--- src/rtl/alu_cmd_queue.sv ---
// Command FIFO in front of an external combinational ALU, with one result register.
// Ports: cmd_* upstream handshake, alu_* head entry to ALU, res_* result handshake, count occupancy.
`timescale 1ns/1ps
module alu_cmd_queue #(
  parameter int DEPTH = 4,
  parameter int WIDTH = 16
) (
  input  logic                     clk,
  input  logic                     rst_n,
  input  logic                     cmd_valid,
  output logic                     cmd_ready,
  input  logic [WIDTH-1:0]         cmd_a,
  input  logic [WIDTH-1:0]         cmd_b,
  input  logic [1:0]               cmd_op,
  output logic [WIDTH-1:0]         alu_a,
  output logic [WIDTH-1:0]         alu_b,
  output logic [1:0]               alu_op,
  input  logic [WIDTH-1:0]         alu_result,
  output logic                     res_valid,
  input  logic                     res_ready,
  output logic [WIDTH-1:0]         res_data,
  output logic                     res_err,
  output logic [$clog2(DEPTH):0]   count
);

  localparam int PW = $clog2(DEPTH);
  localparam int CW = PW + 1;

  typedef struct packed {
    logic [1:0]       op;
    logic [WIDTH-1:0] b;
    logic [WIDTH-1:0] a;
  } entry_t;

  entry_t        mem [DEPTH];
  entry_t        head;
  logic [PW-1:0] wr_ptr;
  logic [PW-1:0] rd_ptr;
  logic          push;
  logic          issue;
  logic          not_empty;

  assign not_empty = (count != '0);
  assign cmd_ready = (count != CW'(DEPTH));
  assign push      = cmd_valid && cmd_ready;
  // result register is free, or is being drained this cycle
  assign issue     = not_empty && (!res_valid || res_ready);

  always_comb begin
    head = '0;
    if (not_empty) head = mem[rd_ptr];
  end

  assign alu_a  = head.a;
  assign alu_b  = head.b;
  assign alu_op = head.op;

  // storage is not reset; occupancy alone decides what is live
  always_ff @(posedge clk) begin
    if (push) mem[wr_ptr] <= '{op: cmd_op, b: cmd_b, a: cmd_a};
  end

  always_ff @(posedge clk or negedge rst_n) begin
    if (!rst_n) begin
      wr_ptr <= '0;
      rd_ptr <= '0;
      count  <= '0;
    end else begin
      if (push)  wr_ptr <= wr_ptr + PW'(1);
      if (issue) rd_ptr <= rd_ptr + PW'(1);
      case ({push, issue})
        2'b10:   count <= count + CW'(1);
        2'b01:   count <= count - CW'(1);
        default: count <= count;
      endcase
    end
  end

  always_ff @(posedge clk or negedge rst_n) begin
    if (!rst_n) begin
      res_valid <= 1'b0;
      res_data  <= '0;
      res_err   <= 1'b0;
    end else if (issue) begin
      res_valid <= 1'b1;
      res_data  <= alu_result;
      res_err   <= (alu_op != 2'b01) && (alu_op != 2'b10);
    end else if (res_ready) begin
      res_valid <= 1'b0;
    end
  end

endmodule

--- config.mk ---
export PLATFORM = sky130hd
export DESIGN_NAME = alu_cmd_queue
export DESIGN_NICKNAME = d
export VERILOG_FILES = /design/src/rtl/alu_cmd_queue.sv
export SDC_FILE = /design/constraint.sdc
export NUM_CORES = 1
export LEC_CHECK = 0
export BUFFER_PORTS_ARGS = -buffer_cell sky130_fd_sc_hd__clkbuf_2
export CAP_MARGIN = 20
export CORE_ASPECT_RATIO = 1.4
export CORE_MARGIN = 2
export CORE_UTILIZATION = 55
export DETAILED_ROUTE_END_ITERATION = 10
export HOLD_SLACK_MARGIN = 0.06
export PLACE_DENSITY = 0.88
export SYNTH_ARGS = -nofsm -noshare
export SYNTH_HDL_FRONTEND = slang
export SYNTH_SLANG_ARGS = --single-unit
--- constraint.sdc ---
create_clock -name clk -period 3.99 [get_ports clk]
set_clock_uncertainty 0.15 [all_clocks]
set_input_delay 0.1995 -clock clk [delete_from_list [all_inputs] [get_ports clk]]
set_output_delay 0.1995 -clock clk [all_outputs]
set_load 0.005 [all_outputs]
* Word level (Yosys, flattened, before mapping)
Memory sizes are Yosys's and may differ from the RTL's.
Cells that the tools add are included.
** Storage, ports and cells
- Bits in registers :: 25
- Latch bits :: 0
- RAM bits :: 136
- Memory bits (read-only) :: 0
- Input port bits :: 54
- Output and inout bits :: 56
- Word-level logic and storage cells :: 30
- Memories kept :: 1
** Operators by class
- Add/sub/neg operators :: 4
- $mul :: 0
- Divide/modulo/power cells :: 0
- Magnitude comparators :: 0
- Eq/ne operators :: 5
- Shift-type cells :: 0
- Multiplexer cells :: 6
- Bitwise operators :: 0
- Reduce and logical (&&, ||, !) cells :: 8
** Memory list
- mem :: words 4, width 34, read ports 1, clocked after Yosys merged registers in 0, write ports 1, line 35 : entry_t mem [DEPTH];
** Operator list (number)
- $mux 34 :: 1
- $pmux 3 s2 :: 1
- $add 2x1->2 const B :: 2
- $mux 1 :: 4
- $reduce_bool 2->1 :: 2
- $add 3x1->3 const B :: 1
- $logic_and 1x1->1 :: 3
- $ne 3x3->1 const B :: 1
- $reduce_bool 3->1 :: 1
- $sub 3x1->3 const B :: 1
- $eq 2x1->1 const B :: 1
- $eq 2x2->1 const B :: 1
- $ne 2x1->1 const B :: 1
- $ne 2x2->1 const B :: 1
- $logic_not 1->1 :: 1
- $logic_or 1x1->1 :: 1

* Depth between registers and ports, before layout
- Depth after elaboration :: 5
- Mapped depth :: 10
- Gate-level depth less buffers :: 9

* Worst setup path before layout
OpenSTA, ideal clock, no wires.
- Path kind :: register to register
- Start point :: reg count[0]
- End point :: reg count[2]
- Library setup time :: 0.079 ns
- Data arrival time :: 2.040 ns
- Slack :: 1.721 ns
- Stages on the path, launching flop included :: 10
- Buffers on the path :: 0
- Period minus slack after synthesis :: 2.269 ns
- Cells stage by stage :: dfrtp_1 or3b_4 and2_4 inv_1 ha_1 inv_1 fa_1 xor2_1 nor2_1 xor2_1
** On the way
- Longest elaborated chain between the ends :: 4
- Elaborated cells on any way between the ends :: 10
** Ends and longest elaborated chain
- start, declared :: line 23 : output logic [$clog2(DEPTH):0] count
- start signal, assigned :: line 72 : 2'b10: count <= count + CW'(1);
- start signal, assigned :: line 73 : 2'b01: count <= count - CW'(1);
- start signal, assigned :: line 74 : default: count <= count;
- $ne 3x3->1 (*) :: line 44 : assign cmd_ready = (count != CW'(DEPTH));
- named net cmd_ready :: line 11 : output logic cmd_ready,
- $logic_and 1x1->1 (*) :: line 45 : assign push = cmd_valid && cmd_ready;
- $eq 2x1->1 / $eq 2x2->1 (equally long branches) :: line 71 : case ({push, issue})
- $pmux 3 s2 / $reduce_bool 2->1 (equally long branches)
The timed path passes the listed nets; every way through them passes the cells marked *.
A chain may end at the register's enable or synchronous reset.

* Worst setup path after layout
- Start point :: reg rd_ptr[0]
- End point :: out alu_b[8]
** On the way
- Longest elaborated chain between the ends :: 2
** Ends and longest elaborated chain
- start, declared :: line 38 : logic [PW-1:0] rd_ptr;
- start signal, assigned :: line 70 : if (issue) rd_ptr <= rd_ptr + PW'(1);
- $mem_v2 4x34
- $mux 34 :: line 51 : if (not_empty) head = mem[rd_ptr];
- end, declared :: line 16 : output logic [WIDTH-1:0] alu_b,
Every way passes these cells.

==> results.yml <==
clock_tree:
  numCtsBuffers: 17
  clockRootBuffer: "clkbuf_16"
  clk_pin_slew_ns: 0.06
  cts_sinks: 161
  cts_tree: "yes"
  htreeDepth: 4
  clock_path_buffers: 2
  cts_setup_buffers: 0
  clock_latency_ns: 0.41
setup_path:
  worstPathCellList: "buf_4 -> mux4_2 -> nor2b_1 -> clkbuf_2"
  cp-start-kind: "flop"
  critPathTopFamily: "flip-flops"
  rr_worst_depth: 9
  rr_endpoint: "count[2]"
  crit_path_top_delay_cell: "dfrtp_2"
  reg2reg_slack_ns: 1.60
  worstSetupPathType: "reg -> out"
  path_max_fanout: 24
  slowest_delay_ns: 0.85
  path_buf_inv: 2
  end_kind: "output port"
  r2r-start: "count[0]"
  required_ns: 3.64
  arrival_ns: 2.52
sta:
  whs_ns: 0.183
  hold_viol_final: 0
  period_needed_ns: 2.87
  period_share_pct: 71.9
  slew_headroom_pct: 38.5
  slew_viol_final: 0
  worst_pin_slew_ns: 0.923
  finalSetupViolCount: 0
  rsz0062_at_grt: "no"
  fmax_ghz: 0.348
  fin_tns_setup_ns: 0
cells_and_area:
  layout-drive-gt1-share_pct: 43.1
  seq_area_sq_mm: 0.00471
  layout.nets: 523
  num_antenna_cells: 0
  multi_input_area_sq_mm: 0.00149
  fillers: 688
  design_area_sq_mm: 0.00815
  synthToLayoutAreaGrowth_pct: 28.7
  finalNonFillerCells: 620
synth:
  synth_seq_area_share_pct: 74.4
  synth_async_sr_flop_share_pct: 15.5
  synth_area_per_cell_sq_um: 21.7
  synth_seq_cells: 161
  yosysUniqueCellTypes: 28
  synth_area_leaders: "edfxtp_1, mux4_2, dfrtp_1, nor2b_1, mux2_4"
  syn_area_sq_mm: 0.00633
  yosysTopAreaCell: "edfxtp_1"
  synthesis.nets: 352
  netlist_instances: 292
  yosys-top-cells-count: "edfxtp_1, mux4_2, nor2b_1"
  synthFlopType: "edfxtp_1"
  yosys.area.top_type_share_pct: 64.5
  post-synth-top-count-cell: "edfxtp_1"
  synth-edff-count: 136
  yosys_warnings: 0
die:
  io_pins: 110
  placementRows: 46
  dieArea_sq_mm: 0.0124
  coreArea_sq_mm: 0.0113
  start_util_pct: 56.1
  die_h_um: 131
  chipWidth_um: 94.7
route:
  vias_per_cell: 5.33
  drt_iter0_drc: 178
  vias: 3305
  routedWlPerCell_um: 19.2
  ant_nets: 0
  drcViolationCount: 0
  routed_wl_um: 11900
  firstDrtPassIters: 4
place:
  place_congestion: 0.713
  dp.cells: 535
  dpl-instance-area_sq_mm: 0.00697
  dp_hpwl_um: 6510
  io_buffers: 109
job:
  maxCapViolations: 0
global_routing:
  antenna_found_initial: 0
  grt_pass1_vias: 3615
  grt_pass1_wl_um: 17900
  grt_util_all_layers_pct: 20.0
  grt_overflow: 0
  grt_max_degree: 37
power_and_ir_drop:
  ir_drop_uv: 408
  p_per_area_mw_per_mm2: 738
  p_leak_nw: 3.11
worst_hold_path:
  hold_path.class: "in -> async"
run_status:
  status: "complete, no violations"
how the worst max path moves through the flow:
stage	endpoint	slack [ns]	from	cells after the start
2_1_floorplan	count[2]	1.72	count[0]	9
3_3_place_gp	alu_b[6]	1.51	rd_ptr[0]	4
3_5_place_dp	alu_b[3]	1.48	rd_ptr[0]	4
4_1_cts	alu_b[8]	1.02	rd_ptr[0]	4
5_1_grt	alu_b[8]	0.91	rd_ptr[0]	4
6_report	alu_b[8]	1.12	rd_ptr[0]	4
cell usage in the layout (no fill, tap or decap):
master         Yosys  routed
edfxtp_1         136     136
clkbuf_2           0     109
dlygate4sd3_1      0      53
mux4_2            31      31
nor2b_1           29      29
dfrtp_1           25      23
clkbuf_16          0      17
mux2_4             9       9
mux2_2             9       9
inv_1              6       6
and2b_2            5       5
ha_1               5       5
bufinv_16          0       5
and3_2             0       4
xor2_1             4       4
mux4_1             3       3
xnor2_1            3       3
clkinv_1           0       3
buf_4              2       3
clkinv_4           0       2
inv_6              0       2
clkinvlp_4         0       2
dfrtp_2            0       2
nor3_4             1       1
nand2b_1           1       1
nor2b_2            1       1
or3b_4             1       1
and2_4             1       1
mux2i_1            1       1
nor2_1             1       1
and3b_2            1       1
nand2_1            1       1
fa_1               1       1
clkbuf_1           3       1
final cells by class:
class,count,share of cell area (%)
Clock buffer,18,5.27
Clock inverter,14,2.60
Inverter,6,0.276
Multi-Input combinational cell,112,18.3
Sequential cell,161,57.8
Tap cell,144,2.21
Timing Repair Buffer,165,13.5
sequential cells by signal (all words and copies together) (netlist names):
name	flops
wr_ptr	2
count	3
res_err	1
mem	136
rd_ptr	2
res_valid	1
res_data	16
power breakdown:
part           total (mW)  internal (mW)  switching [mW]  leakage (nW)
combinational        1.75          0.980           0.770          1.28
clock                1.72           1.11           0.616         0.304
sequential           2.54           2.26           0.280          1.53
total                6.01           4.34            1.67          3.11
routing by layer:
layer | wire length, um | part of all wire (%) | track usage [%] | up-vias
met4 | 167 | 1.4 | 6.82 | 0
li1 | - | - | - | 1505
met5 | 0 | 0 | 0 | -
met1 | 4480 | 38 | 21.7 | 1663
met3 | 619 | 5.2 | 6.19 | 18
met2 | 6660 | 56 | 36.8 | 119
what timing repair did:
action,4_1_cts,5_1_grt
endpoints found under the setup margin,0,0
gates resized for setup,0,0
hold buffers,53,0
endpoints found under the hold margin,179,0
per-stage QoR:
| step | utilization (%) | power, mW | setup WS, ns |
|---|---|---|---|
| detailed placement | 61.8 | 4.28 | 1.48 |
| CTS | 72.2 | 6.07 | 1.02 |
| global route | 72.2 | 6.30 | 0.912 |
| global placement | 61.8 | 4.21 | 1.51 |
| finish | 72.2 | 6.01 | 1.12 |
| floorplan | - | 3.65 | 1.72 |
worst reg2reg max path, delay by kind of cell, from the launching register on:
| family | cells | cell delay, ns |
|---|---|---|
| and+or+nand+nor | 3 | 0.75 |
| buffers and inverters | 2 | 0.12 |
| DFF | 1 | 0.46 |
| xor gates and xnor gates | 2 | 0.29 |
| adders and majority gates | 2 | 0.55 |
cells by family after synthesis:
kind of cell / count (synthesis) / synth area share, %
muxes: 53 / 16.2
adders and majority gates: 6 / 1.31
and+or+nand+nor: 46 / 5.04
DFF: 161 / 74.4
xor gates and xnor gates: 7 / 0.969
buffers and inverters: 19 / 2.08
Note: power is estimated with default switching activity, not from simulation.
